===== config.mk =====
export PLATFORM = sky130hd
export DESIGN_NAME = mod_check_scheduler_flat
export DESIGN_NICKNAME = d
export VERILOG_FILES = /design/src/rtl/mod_check_scheduler_if.sv /design/src/rtl/mod_check_scheduler.sv /design/src/flat_wrapper.sv
export SDC_FILE = /design/constraint.sdc
export NUM_CORES = 1
export LEC_CHECK = 0
export ABC_AREA = 0
export ABC_CLOCK_PERIOD_IN_PS = 6100
export CAP_MARGIN = 10
export CELL_PAD_IN_SITES_DETAIL_PLACEMENT = 1
export CELL_PAD_IN_SITES_GLOBAL_PLACEMENT = 1
export CORE_MARGIN = 3
export CORE_UTILIZATION = 28
export DETAILED_ROUTE_END_ITERATION = 6
export PLACE_DENSITY = 0.78
export SLEW_MARGIN = 20
export SYNTH_ARGS = -nofsm -noshare
export SYNTH_HDL_FRONTEND = slang
export SYNTH_SLANG_ARGS = --single-unit

===== constraint.sdc =====
create_clock -name clk -period 6.1 [get_ports clk]
set_clock_uncertainty 0.1 [all_clocks]
set_input_delay 1.83 -clock clk [delete_from_list [all_inputs] [get_ports clk]]
set_output_delay 1.83 -clock clk [all_outputs]
set_load 0.01 [all_outputs]

===== src/rtl/mod_check_scheduler_if.sv =====
// rtl/mod_check_scheduler_if.sv - request/response bundle for the shared remainder engine
interface mod_check_scheduler_if #(
    parameter int NREQ    = 4,
    parameter int WIDTH   = 8,
    parameter int DIVISOR = 3
);
    localparam int LENW = $clog2(WIDTH + 1);
    localparam int IDW  = $clog2(NREQ);
    localparam int REMW = $clog2(DIVISOR);

    logic [NREQ-1:0]       req_valid;
    logic [NREQ-1:0]       req_ready;
    logic [NREQ*WIDTH-1:0] req_data;
    logic [NREQ*LENW-1:0]  req_len;
    logic                  rsp_valid;
    logic                  rsp_ready;
    logic [IDW-1:0]        rsp_id;
    logic                  rsp_div;
    logic [REMW-1:0]       rsp_rem;

    modport master (
        output req_valid, req_data, req_len, rsp_ready,
        input  req_ready, rsp_valid, rsp_id, rsp_div, rsp_rem
    );

    modport slave (
        input  req_valid, req_data, req_len, rsp_ready,
        output req_ready, rsp_valid, rsp_id, rsp_div, rsp_rem
    );
endinterface


===== src/rtl/mod_check_scheduler.sv =====
// rtl/mod_check_scheduler.sv - round-robin shared serial mod-DIVISOR engine
module mod_check_scheduler #(
    parameter int NREQ    = 4,
    parameter int WIDTH   = 8,
    parameter int DIVISOR = 3
) (
    input  logic                       clk,
    input  logic                       reset,
    mod_check_scheduler_if.slave       bus,
    output logic                       busy
);
    localparam int LENW = $clog2(WIDTH + 1);
    localparam int IDW  = $clog2(NREQ);
    localparam int REMW = $clog2(DIVISOR);

    localparam logic [IDW:0]    NREQ_C  = (IDW+1)'(NREQ);
    localparam logic [LENW-1:0] WIDTH_C = LENW'(WIDTH);
    localparam logic [REMW:0]   DIV_C   = (REMW+1)'(DIVISOR);

    typedef enum logic [1:0] {IDLE, SHIFT, RESP} state_t;

    state_t            state_q, state_d;
    logic [IDW-1:0]    rr_q, rr_d;
    logic [IDW-1:0]    id_q, id_d;
    logic [LENW-1:0]   cnt_q, cnt_d;
    logic [WIDTH-1:0]  data_q, data_d;
    logic [REMW-1:0]   rem_q, rem_d;
    logic [REMW-1:0]   rsp_rem_q, rsp_rem_d;
    logic              rsp_div_q, rsp_div_d;

    logic [2*NREQ-1:0] rot;
    logic [IDW:0]      off;
    logic [IDW:0]      sum;
    logic              gnt_found;
    logic [IDW-1:0]    gnt_idx;
    logic [WIDTH-1:0]  sel_data;
    logic [LENW-1:0]   sel_len;
    logic [LENW-1:0]   len_eff;
    logic [REMW:0]     t;
    logic [REMW-1:0]   rem_step;

    // Rotate so the rr pointer sits at bit 0; the lowest set bit is the winner.
    always_comb begin
        rot       = {bus.req_valid, bus.req_valid} >> rr_q;
        gnt_found = 1'b0;
        off       = '0;
        for (int k = NREQ - 1; k >= 0; k--) begin
            if (rot[k]) begin
                gnt_found = 1'b1;
                off       = (IDW+1)'(k);
            end
        end
        sum     = {1'b0, rr_q} + off;
        gnt_idx = (sum >= NREQ_C) ? IDW'(sum - NREQ_C) : IDW'(sum);
        sel_data = '0;
        sel_len  = '0;
        for (int i = 0; i < NREQ; i++) begin
            if (gnt_idx == IDW'(i)) begin
                sel_data = bus.req_data[i*WIDTH +: WIDTH];
                sel_len  = bus.req_len[i*LENW +: LENW];
            end
        end
        len_eff = (sel_len > WIDTH_C) ? WIDTH_C : sel_len;
    end

    // t < 2*DIVISOR, so one conditional subtract keeps rem in range.
    always_comb begin
        t        = {rem_q, 1'b0} + {{REMW{1'b0}}, data_q[WIDTH-1]};
        rem_step = (t >= DIV_C) ? REMW'(t - DIV_C) : REMW'(t);
    end

    always_comb begin
        bus.req_ready = '0;
        if (state_q == IDLE && gnt_found && !reset) begin
            bus.req_ready[gnt_idx] = 1'b1;
        end
    end

    assign bus.rsp_valid = (state_q == RESP);
    assign bus.rsp_id    = id_q;
    assign bus.rsp_div   = rsp_div_q;
    assign bus.rsp_rem   = rsp_rem_q;
    assign busy          = (state_q != IDLE);

    always_comb begin
        state_d   = state_q;
        rr_d      = rr_q;
        id_d      = id_q;
        cnt_d     = cnt_q;
        data_d    = data_q;
        rem_d     = rem_q;
        rsp_rem_d = rsp_rem_q;
        rsp_div_d = rsp_div_q;
        case (state_q)
            IDLE: begin
                if (gnt_found) begin
                    id_d  = gnt_idx;
                    rr_d  = (gnt_idx == IDW'(NREQ - 1)) ? '0 : gnt_idx + IDW'(1);
                    rem_d = '0;
                    cnt_d = len_eff;
                    // Left-align the live bits so the engine always consumes the MSB.
                    data_d = sel_data << (WIDTH_C - len_eff);
                    if (len_eff == '0) begin
                        state_d   = RESP;
                        rsp_rem_d = '0;
                        rsp_div_d = 1'b1;
                    end else begin
                        state_d = SHIFT;
                    end
                end
            end
            SHIFT: begin
                rem_d  = rem_step;
                data_d = data_q << 1;
                cnt_d  = cnt_q - LENW'(1);
                if (cnt_q == LENW'(1)) begin
                    state_d   = RESP;
                    rsp_rem_d = rem_step;
                    rsp_div_d = (rem_step == '0);
                end
            end
            RESP: begin
                if (bus.rsp_ready) begin
                    state_d = IDLE;
                end
            end
            default: state_d = IDLE;
        endcase
    end

    always_ff @(posedge clk or posedge reset) begin
        if (reset) begin
            state_q   <= IDLE;
            rr_q      <= '0;
            id_q      <= '0;
            cnt_q     <= '0;
            data_q    <= '0;
            rem_q     <= '0;
            rsp_rem_q <= '0;
            rsp_div_q <= 1'b0;
        end else begin
            state_q   <= state_d;
            rr_q      <= rr_d;
            id_q      <= id_d;
            cnt_q     <= cnt_d;
            data_q    <= data_d;
            rem_q     <= rem_d;
            rsp_rem_q <= rsp_rem_d;
            rsp_div_q <= rsp_div_d;
        end
    end
endmodule


===== src/flat_wrapper.sv =====
// flat-port wrapper written by rule: the top's interface ports become plain ports
module mod_check_scheduler_flat 
#(
    parameter int NREQ    = 4,
    parameter int WIDTH   = 8,
    parameter int DIVISOR = 3
)
  (clk, reset, busy, bus_req_valid, bus_req_data, bus_req_len, bus_rsp_ready, bus_req_ready, bus_rsp_valid, bus_rsp_id, bus_rsp_div, bus_rsp_rem);
  mod_check_scheduler_if #(.NREQ(NREQ), .WIDTH(WIDTH), .DIVISOR(DIVISOR)) bus_i ();
  input  logic clk;
  input  logic reset;
  output logic busy;
  input wire logic [$bits(bus_i.req_valid)-1:0] bus_req_valid;
  input wire logic [$bits(bus_i.req_data)-1:0] bus_req_data;
  input wire logic [$bits(bus_i.req_len)-1:0] bus_req_len;
  input wire logic [$bits(bus_i.rsp_ready)-1:0] bus_rsp_ready;
  output wire logic [$bits(bus_i.req_ready)-1:0] bus_req_ready;
  output wire logic [$bits(bus_i.rsp_valid)-1:0] bus_rsp_valid;
  output wire logic [$bits(bus_i.rsp_id)-1:0] bus_rsp_id;
  output wire logic [$bits(bus_i.rsp_div)-1:0] bus_rsp_div;
  output wire logic [$bits(bus_i.rsp_rem)-1:0] bus_rsp_rem;
  assign bus_i.req_valid = bus_req_valid;
  assign bus_i.req_data = bus_req_data;
  assign bus_i.req_len = bus_req_len;
  assign bus_i.rsp_ready = bus_rsp_ready;
  assign bus_req_ready = bus_i.req_ready;
  assign bus_rsp_valid = bus_i.rsp_valid;
  assign bus_rsp_id = bus_i.rsp_id;
  assign bus_rsp_div = bus_i.rsp_div;
  assign bus_rsp_rem = bus_i.rsp_rem;
  mod_check_scheduler #(.NREQ(NREQ), .WIDTH(WIDTH), .DIVISOR(DIVISOR)) u_core (.clk(clk), .reset(reset), .bus(bus_i), .busy(busy));
endmodule

* Word-level counts from Yosys, hierarchy flattened
Index checks and enable logic that the tools add are counted.
** Cells by class
- Add/subtract/negate cells :: 7
- Multipliers :: 0
- Div/mod/pow operators :: 0
- Order comparisons :: 5
- Equality and inequality tests :: 10
- Shifts and indexed selects :: 2
- Multiplexer cells :: 42
- Bitwise gates (word level) :: 0
- Reduce and logical (&&, ||, !) cells :: 14
** Operator list (count)
- two-way mux 8 bit :: 5
- two-way mux 4 bit :: 7
- two-way mux 2 bit :: 12
- one-hot mux 8 bit (2 select lines) :: 1
- two-way mux 3 bit :: 3
- two-way mux 1 bit :: 8
- one-hot mux 2 bit (2 select lines) :: 2
- one-hot mux 4 bit (2 select lines) :: 1
- left shift 8 x 4 -> 8 bit :: 1
- >> shifter 8 x 2 -> 4 bit :: 1
- equality test 2 bit (second input constant) :: 3
- logical NOT 2 bit :: 3
- one-hot mux 2 bit (3 select lines) :: 1
- equality test 2 x 1 -> 1 bit (second input constant) :: 2
- equality test 4 x 1 -> 1 bit (second input constant) :: 1
- > comparator 4 bit (second input constant) :: 1
- logical NOT 4 bit :: 1
- inequality test 2 x 1 -> 1 bit (second input constant) :: 2
- inequality test 2 bit (second input constant) :: 2
- AND reduction 2 bit :: 2
- AND reduction 4 bit :: 1
- nonzero test 2 bit :: 2
- subtractor 4 x 1 -> 4 bit (second input constant) :: 1
- subtractor 4 bit (first input constant) :: 1
- 14 further kinds :: 16
** Storage, ports and cells
- Register bits :: 23
- Bits in latches :: 0
- RAM bits :: 0
- Bits in read-only memories :: 0
- Logic and storage cells :: 88
- Memories kept :: 0

* Depth between registers and ports, before layout
Gate-level depths: netlist of run 1.
- Depth after elaboration :: 19
- Mapped depth :: 21
- Mapped depth without buffers :: 18

* Worst setup path after synthesis of run 1
No wires, ideal clock.
- Path kind :: input-to-output
- From :: input bus_req_valid[0]
- To :: output bus_req_ready[1]
- Arrival time :: 3.671 ns
- Required time :: 4.170 ns
- Path slack :: 0.499 ns
- Cell stages on the path :: 9
- Buffers on the path :: 1
- Cells stage by stage :: or4_1 o211ai_1 ha_1 xor2_1 xnor2_1 inv_1 ha_1 buf_2 and2_1
** Between the ends
- Longest elaborated chain between the ends :: 13
** RTL lines
- start, declared :: RTL line flat_wrapper.sv:13 : input wire logic [$bits(bus_i.req_valid)-1:0] bus_req_valid;
- >> shifter 8 x 2 -> 4 bit * :: RTL line mod_check_scheduler.sv:44 : rot = {bus.req_valid, bus.req_valid} >> rr_q;
- two-way mux 2 bit :: RTL line mod_check_scheduler.sv:48 : if (rot[k]) begin
- two-way mux 3 bit (2 in series) :: RTL line mod_check_scheduler.sv:48
- two-way mux 3 bit * :: RTL line mod_check_scheduler.sv:48
- adder 2 x 3 -> 3 bit * :: RTL line mod_check_scheduler.sv:53 : sum = {1'b0, rr_q} + off;
- >= comparator 3 bit or subtractor 2 x 1 -> 2 bit (tied branches) :: RTL line mod_check_scheduler.sv:54 : gnt_idx = (sum >= NREQ_C) ? IDW'(sum - NREQ_C) : IDW'(sum);
- two-way mux 2 bit * :: RTL line mod_check_scheduler.sv:54
- net u_core.gnt_idx[1] :: RTL line mod_check_scheduler.sv:35 : logic [IDW-1:0] gnt_idx;
- < comparator 2 x 3 -> 1 bit (not written as such) or >= comparator 2 x 1 -> 1 bit (tied branches) :: RTL line mod_check_scheduler.sv:75 : bus.req_ready[gnt_idx] = 1'b1;
- logical AND 1 bit (not written as such) :: RTL line mod_check_scheduler.sv:75
- two-way mux 1 bit (not written as such) :: RTL line mod_check_scheduler.sv:75
- demux 1 bit (select 2 bit) *
- two-way mux 4 bit * :: RTL line mod_check_scheduler.sv:74 : if (state_q == IDLE && gnt_found && !reset) begin
- end, declared :: RTL line flat_wrapper.sv:17 : output wire logic [$bits(bus_i.req_ready)-1:0] bus_req_ready;
Mark *: on every way through the listed nets, which the timed path passes. The rest lies on a longest branch.

* Worst setup path after layout of run 1
Same ends and word-level chain as after synthesis.

==> impl_metrics.tcl, run 1 <==
set metrics [dict create \
    seq_area_frac_synth_pct 27.8 \
    crit_slowest_cell "or4_1" \
    critical_path_arrival_ns 3.95 \
    synth_nets 304 \
    gp_congestion 0.812 \
    insertion_delay_ns 0.27 \
    dr.pass1.iters 4 \
    chipWidth_um 92.0 \
    holdWs_ns 0.392 \
    antenna_found_initial 0 \
    seq_area_um2 576 \
    finalCriticalPeriod_ns 5.88 \
    r2r-end "u_core.data_q[1]$_DFFE_PP0P_" \
    drive_gt1_share_pct 18.7 \
    ios 66 \
    cts_tree "done" \
    syn_inst 240 \
    crit_fanout 4 \
    vias_per_cell 5.18 \
    drt-total-wl_mm 6.82 \
    nNetsFinal 391 \
    reg2regPathDepth 18 \
    synthesis.area_um2 2070 \
    reg2reg_from "u_core.rr_q[0]$_DFFE_PP0P_" \
    routedWlPerCell_um 16.2 \
    cts_sinks 23 \
    start_kind "input port" \
    r2r_setup_slack_ns 1.74 \
    multi_input_area_um2 1380 \
    synth-edff-count 0 \
    whs_endpoint "u_core.data_q[0]$_DFFE_PP0P_" \
    path_delay_family "simple AND/OR/NAND/NOR gates" \
    numPortBuffers 65 \
    path_cells "dlygate4sd2_1, or4_1, o211ai_1, ha_2, xor2_2, xnor2_2, buf_4, inv_1, ha_1, and2_1, buf_2" \
    required_ns 4.17 \
    start_util_pct 29.7 \
    fin_crit_sh_pct 96.5 \
    utilization_pct 43.7 \
    hold_viol 0 \
    grt_max_degree 24 \
    drtIter0Drc 58 \
    drv_cap 0 \
    htreeDepth 1 \
    grt_pass1_vias 2383 \
    critical_path_buf_inv_count 4 \
    min-delay-start "u_core.data_q[0]$_DFFE_PP0P_" \
    remaining_drc_errors 0 \
    antennaDiodeCount 0 \
    hpwlAfterDp_mm 5.61 \
    antenna_left 0 \
    area_delta_synth_final_pct 47.3 \
    status "complete, no violations" \
    grt_overflow 0 \
    ctsLongestPathBuffers 2 \
    grtUsageTotal_pct 16.7 \
    max_stage_delay_ns 0.52 \
    cts.reportedPaths.clkPinSlew_ns 0.09 \
    root_buffer "clkbuf_8" \
    end_kind "output pin" \
    max_freq_mhz 170 \
    n_fill_cell 848 \
    die_area_um2 8470 \
    final-setup-viol-count 0 \
    core_um2 6980 \
    yosysTopAreaCellShare_pct 27.8 \
    synth_area_leaders "dfrtp_1 28%, ha_1 5.4%, mux2i_1 5.3%" \
    synth_top_area_cell "dfrtp_1" \
    slew_headroom_pct 38.5 \
    synth_cell_types 57 \
    cts_buffers 3 \
    hold_class "reg2reg" \
    die_y_um 92.0 \
    synth_flop_cell "dfrtp_1" \
    drv_slew 0 \
    syn_avg_cell_area_um2 8.63 \
    whs_path_depth 2 \
    grt_first_pass_wirelength_mm 11.6 \
    num_rows 30 \
    yosys_warnings 0 \
    async_flop_share_pct 100 \
    worstSetupPathType "in2out" \
    rsz0062_at_grt "no" \
    ys_ff_latch 23 \
    worstMarginPinSlew_ns 0.922 \
    via_count 2184 \
]
## worst max-delay path by stage
stage | from | endpoint | slack (ns) | cells past startpoint
after floorplan | bus_req_valid[0] | bus_req_ready[1] | 0.50 | 9
after global placement | bus_req_valid[0] | bus_req_ready[3] | -0.29 | 10
after detailed placement | bus_req_valid[0] | bus_req_ready[1] | -0.33 | 11
after CTS | bus_req_valid[3] | bus_req_ready[2] | 0.02 | 11
after global routing | bus_req_valid[0] | bus_req_ready[1] | 0.08 | 11
final | bus_req_valid[0] | bus_req_ready[1] | 0.22 | 11
## repair_timing
| action | 4_1_cts | 5_1_grt |
|---|---|---|
| gates resized for setup | 17 | 6 |
| hold buffers | 0 | 0 |
| buffers inserted | 1 | 0 |
| pin swaps | 1 | 1 |
| endpoints found under the setup margin | 4 | 5 |
## sequential cells by signal (all words and copies together) (netlist names)
name                flops
u_core.bus.rsp_div      1
u_core.state_q          2
u_core.data_q           8
u_core.bus.rsp_id       2
u_core.rem_q            2
u_core.rr_q             2
u_core.bus.rsp_rem      2
u_core.cnt_q            4
## worst min-delay path, delay by kind of cell, from the launching register on
family,cells,cell delay [ns]
AND/OR/NAND/NOR,1,0.06
AO/OA/AOI/OAI,1,0.05
flip-flops,1,0.35
## cell usage after synthesis (6+ instances only)
cell       n
a21oi_1    7
inv_1     16
clkbuf_1   7
nor2_1    22
o21ai_0   19
dfrtp_1   23
a221o_1    9
nand2_1   17
mux2i_1   11
ha_1       9
nor3_1     6
## final cells by class
class | instances | area share, %
Inverter | 16 | 1.97
Sequential cell | 23 | 18.9
Clock inverter | 1 | 0.164
Timing Repair Buffer | 96 | 28.5
Multi-Input combinational cell | 187 | 45.2
Clock buffer | 3 | 1.35
Tap cell | 96 | 3.93
## layout by cell type (no fill, tap or decap), drive strengths merged, types with 4 or more instances in the layout
| cell type | instances |
|---|---|
| clkdlybuf4s50 | 57 |
| buf | 34 |
| dfrtp | 23 |
| nor2 | 23 |
| o21ai | 22 |
| nand2 | 17 |
| inv | 16 |
| mux2i | 11 |
| a221o | 9 |
| ha | 9 |
| a21oi | 9 |
| nor3 | 6 |
| mux2 | 6 |
| nand2b | 5 |
| a22oi | 5 |
| o221ai | 5 |
| a21o | 4 |
| or2 | 4 |
| o211ai | 4 |
| nor2b | 4 |
| a221oi | 4 |
## stage by stage
stage / area [um2] / setup slack, ns / cells / setup TNS, ns
global route: 3050 / 0.0769 / 422 / 0
floorplan: 2070 / 0.499 / 240 / 0
finish: 3050 / 0.216 / 422 / 0
global placement: 2990 / -0.292 / 417 / -1.11
detailed placement: 2990 / -0.332 / 417 / -1.42
CTS: 3030 / 0.0196 / 422 / 0
## kinds of logic (layout without fill, tap and decap cells)
logic type      count (synthesis)  in the layout  share of synthesized area (%)
compound gates                 83             83                           31.6
simple gates                   75             75                           18.7
buf+inv                        30            116                           6.58
flops                          23             23                           27.8
mux                            17             17                           8.57
fa+ha+maj                       9              9                           5.43
xor+xnor                        3              3                           1.27
## metal layers
layer	GRT usage, %	part of all wire [%]	wire [um]	up-vias
met3	1.39	1.9	132	12
met1	19.8	43	2910	1075
li1	-	-	-	1064
met4	5.07	2.1	146	0
met5	0	0	0	-
met2	31.5	53	3630	33
Power of run 1 is not shown: default switching activity piles up to over one toggle a cycle in this logic, so the estimate is an artifact.
==> run 2: changes to the inputs <==
Settings changed: SKIP_CTS_REPAIR_TIMING from default to 1.
==> run 2 against run 1 <==
Die area unchanged. Worst setup slack improved by 0.086 ns. Critical path depth unchanged. Largest cell class unchanged.
==> impl_metrics.tcl, run 2 (synthesized netlist as in run 1, its figures left out) <==
set metrics [dict create \
    status "complete, no violations" \
    drt-total-wl_mm 6.83 \
    required_ns 4.17 \
    r2r_setup_slack_ns 1.76 \
    antenna_left 0 \
    core_um2 6980 \
    htreeDepth 1 \
    crit_slowest_cell "or4_1" \
    r2r-end "u_core.data_q[1]$_DFFE_PP0P_" \
    start_kind "input port" \
    final_common_cell "clkdlybuf4s50_1" \
    rsz0062_at_grt "no" \
    drv_slew 0 \
    path_cells "dlymetal6s2s_1, or4_1, o211ai_1, ha_2, xor2_2, xnor2_2, buf_4, inv_1, ha_1, and2_1, dlymetal6s2s_1" \
    grt_max_degree 24 \
    slew_headroom_pct 38.7 \
    hold_viol 0 \
    crit_fanout 4 \
    grt_overflow 0 \
    insertion_delay_ns 0.27 \
    via_count 2183 \
    hpwlAfterDp_mm 5.61 \
    vias_per_cell 5.19 \
    cts_tree "done" \
    antennaDiodeCount 0 \
    critical_path_arrival_ns 3.87 \
    end_kind "output pin" \
    final-setup-viol-count 0 \
    max_freq_mhz 172 \
    cts_sinks 23 \
    final_cell_mix "57 x clkdlybuf4s50_1, 30 x buf_4, 23 x dfrtp_1" \
    max_stage_delay_ns 0.52 \
    stdcell_area_um2 3070 \
    grtUsageTotal_pct 16.6 \
    dr.pass1.iters 4 \
    ios 66 \
    hold_class "reg2reg" \
    nNetsFinal 390 \
    area_delta_synth_final_pct 48.2 \
    drtIter0Drc 56 \
    numPortBuffers 65 \
    reg.largest.list "u_core.data_q: 8 flops, u_core.cnt_q: 4 flops" \
    start_util_pct 29.7 \
    root_buffer "clkbuf_8" \
    worstMarginPinSlew_ns 0.918 \
    whs_path_depth 2 \
    dpl_cell_area_um2 2990 \
    num_rows 30 \
    finalCriticalPeriod_ns 5.80 \
    drv_cap 0 \
    drive_gt1_share_pct 17.8 \
    antenna_found_initial 0 \
    fin_crit_sh_pct 95.1 \
    largest_reg_flops 8 \
    reg2reg_from "u_core.rr_q[0]$_DFFE_PP0P_" \
    multi_input_area_um2 1380 \
    seq_area_um2 576 \
    min-delay-start "u_core.data_q[0]$_DFFE_PP0P_" \
    cts_buffers 3 \
    reg2regPathDepth 18 \
    worst_path_most_repeated_cell "dlymetal6s2s_1" \
    routedWlPerCell_um 16.2 \
    die_area_um2 8470 \
    chipWidth_um 92.0 \
    die_y_um 92.0 \
    worstSetupPathType "in2out" \
    whs_endpoint "u_core.data_q[0]$_DFFE_PP0P_" \
    gp_congestion 0.812 \
    grt_pass1_vias 2379 \
    grt_first_pass_wirelength_mm 11.6 \
    largest-register "u_core.data_q" \
    ctsLongestPathBuffers 2 \
    cts.reportedPaths.clkPinSlew_ns 0.09 \
    n_fill_cell 842 \
    remaining_drc_errors 0 \
]
-- run 2: cell count changes in the layout (fill, tap and decap cells not counted) --
cell / before / now
buf_2: 3 / 0
clkbuf_2: 0 / 1
buf_4: 31 / 30
dlymetal6s2s_1: 2 / 7
dlygate4sd2_1: 2 / 0
clkdlybuf4s15_1: 1 / 0
-- run 2: how the worst max path moves through the flow --
stage                           startpoint          endpoint  cells after the start
final                     bus_req_valid[0]  bus_req_ready[0]                     11
after global routing      bus_req_valid[0]  bus_req_ready[0]                     11
after CTS                 bus_req_valid[0]  bus_req_ready[1]                     11
after detailed placement  bus_req_valid[0]  bus_req_ready[1]                     11
after global placement    bus_req_valid[0]  bus_req_ready[3]                     10
after floorplan           bus_req_valid[0]  bus_req_ready[1]                      9
-- run 2: area by class of cell --
cell class                      count  share of cell area, %
Multi-Input combinational cell    187                   44.9
Timing Repair Buffer               95                   28.9
Sequential cell                    23                   18.7
Tap cell                           96                   3.91
Inverter                           16                   1.96
Clock buffer                        3                   1.34
Clock inverter                      1                  0.163
-- run 2: through the flow --
| step | hold slack (ns) | setup slack [ns] | std cells | utilization (%) | TNS (ns) |
|---|---|---|---|---|---|
| floorplan | 0.338 | 0.499 | 240 | - | 0 |
| finish | 0.392 | 0.302 | 421 | 44.0 | 0 |
| detailed placement | 0.372 | -0.332 | 417 | 42.8 | -1.42 |
| global route | 0.425 | 0.176 | 421 | 44.0 | 0 |
| CTS | 0.392 | -0.353 | 421 | 43.5 | -1.32 |
| global placement | 0.368 | -0.292 | 417 | 42.8 | -1.11 |
-- run 2: metal layers --
metal | vias to the layer above | share of wire [%] | GRT usage (%)
met5 | - | 0 | 0
met4 | 0 | 2.4 | 5.45
met3 | 14 | 2.5 | 1.39
met2 | 37 | 53 | 31.0
met1 | 1072 | 42 | 19.8
li1 | 1060 | - | -
-- run 2: critical path, delay by kind of cell --
family	cells	cell delay, ns
AND/OR/NAND/NOR	2	0.66
buffers and inverters	4	0.53
adder cells (fa/ha/maj)	2	0.41
XOR/XNOR	2	0.32
AO/OA/AOI/OAI	1	0.10
Power of run 2 is left out for the same reason.
==> run 3: changes to the inputs <==
Settings changed: ABC_CLOCK_PERIOD_IN_PS 6100 to 7250.
Clock period 6.1 ns to 7.25 ns, I/O delays scaled along.
==> run 3 against run 2 <==
Wire length is 5.6% lower. Flip-flop and latch count stayed put. First-iteration DRC count up 46%. Non-clock buffer count shrank 17. Die area unchanged. Global-route usage decreased by 1.3 points. Critical path depth fell by 1.
==> impl_metrics.tcl, run 3 (synthesized netlist as in run 1, its figures left out) <==
set metrics [dict create \
    cts_buffers 3 \
    chipWidth_um 92.0 \
    gp_congestion 0.788 \
    status "complete, no violations" \
    remaining_drc_errors 0 \
    final_common_cell "clkdlybuf4s50_1" \
    ios 66 \
    final_cell_mix "62 x clkdlybuf4s50_1, 23 x dfrtp_1, 22 x nor2_1" \
    cts_tree "done" \
    cts.reportedPaths.clkPinSlew_ns 0.09 \
    slew_headroom_pct 36.6 \
    drv_cap 0 \
    critical_path_arrival_ns 4.77 \
    dr.pass1.iters 4 \
    drtIter0Drc 82 \
    critical_path_buf_inv_count 3 \
    num_rows 30 \
    die_y_um 92.0 \
    worstMarginPinSlew_ns 0.948 \
    antenna_found_initial 0 \
    n_fill_cell 836 \
    grtUsageTotal_pct 15.3 \
    insertion_delay_ns 0.28 \
    numPortBuffers 65 \
    tns_ns 0 \
    required_ns 4.97 \
    path_delay_family "buffers and inverters" \
    root_buffer "clkbuf_8" \
    final-setup-viol-count 0 \
    start_kind "input port" \
    grt_first_pass_wirelength_mm 10.6 \
    cts_sinks 23 \
    crit_slowest_cell "clkdlybuf4s50_1" \
    grt_max_degree 24 \
    max_stage_delay_ns 0.53 \
    via_count 2083 \
    vias_per_cell 5.16 \
    htreeDepth 1 \
    antennaDiodeCount 0 \
    worst_path_most_repeated_cell "clkdlybuf4s50_1" \
    end_kind "output pin" \
    nNetsFinal 373 \
    die_area_um2 8470 \
    routedWlPerCell_um 16.0 \
    core_um2 6980 \
    crit_fanout 6 \
    reg.largest.list "u_core.data_q: 8 flops, u_core.cnt_q: 4 flops" \
    start_util_pct 29.7 \
    ctsLongestPathBuffers 2 \
    drive_gt1_share_pct 13.0 \
    largest_reg_flops 8 \
    seq_area_um2 576 \
    hold_class "reg2reg" \
    finalCriticalPeriod_ns 7.04 \
    drt-total-wl_mm 6.45 \
    hold_viol 0 \
    worstSetupPathType "in2out" \
    max_freq_mhz 142 \
    hpwlAfterDp_mm 5.23 \
    antenna_left 0 \
    path_cells "clkdlybuf4s50_1, or4_1, o211ai_1, ha_2, xor2_2, xnor2_2, buf_4, ha_1, and2_1, clkdlybuf4s50_1" \
    area_delta_synth_final_pct 41.8 \
    grt_pass1_vias 2160 \
    grt_overflow 0 \
    fin_crit_sh_pct 97.1 \
    drv_slew 0 \
    rsz0062_at_grt "no" \
    multi_input_area_um2 1380 \
    largest-register "u_core.data_q" \
]
## run 3: changes by cell type in the layout (fill, tap and decap cells not counted), sizes merged
cell | previous run | this run
clkbuf | 4 | 3
clkdlybuf4s50 | 57 | 62
buf | 30 | 13
dlymetal6s2s | 7 | 3
## run 3: metal layers
layer	global-route usage, %	routed length (um)	up-vias
met1	19.1	2820	1019
met3	1.23	134	8
met2	28.3	3390	30
met5	0	0	-
li1	-	-	1026
met4	3.71	103	0
## run 3: worst paths after layout
path	slack, ns	startpoint	endpoint	depth (start not counted)
min in group asynchronous	2.36	reset	u_core.bus.rsp_id[1]$_DFFE_PP0P_	2
min reg2reg	0.39	u_core.bus.rsp_rem[0]$_DFFE_PP0P_	u_core.bus.rsp_rem[0]$_DFFE_PP0P_	1
max in group asynchronous	4.13	reset	u_core.data_q[6]$_DFFE_PP0P_	2
max	0.21	bus_req_valid[2]	bus_req_ready[2]	10
min	0.39	u_core.bus.rsp_rem[0]$_DFFE_PP0P_	u_core.bus.rsp_rem[0]$_DFFE_PP0P_	1
max reg2reg	2.81	u_core.rr_q[0]$_DFFE_PP0P_	u_core.data_q[7]$_DFFE_PP0P_	15
## run 3: area by class of cell
cell class / count / area share [%]
multi-input cells: 187 / 47.0
repair buffers: 78 / 25.7
flip-flops and latches: 23 / 19.6
well taps: 96 / 4.09
inverters: 16 / 2.04
clock buffers: 3 / 1.41
clock inverters: 1 / 0.170
## run 3: metrics by stage
stage / setup slack (ns) / utilization [%] / hold WS (ns) / instances / area [um2]
2_1_floorplan: 0.959 / - / 0.338 / 240 / 2070
3_3_place_gp: 0.160 / 41.0 / 0.369 / 400 / 2860
3_5_place_dp: 0.100 / 41.0 / 0.376 / 400 / 2860
4_1_cts: 0.0607 / 41.7 / 0.397 / 404 / 2910
5_1_grt: 0.0739 / 42.1 / 0.415 / 404 / 2940
6_report: 0.208 / 42.1 / 0.394 / 404 / 2940
Power of run 3 is left out for the same reason.
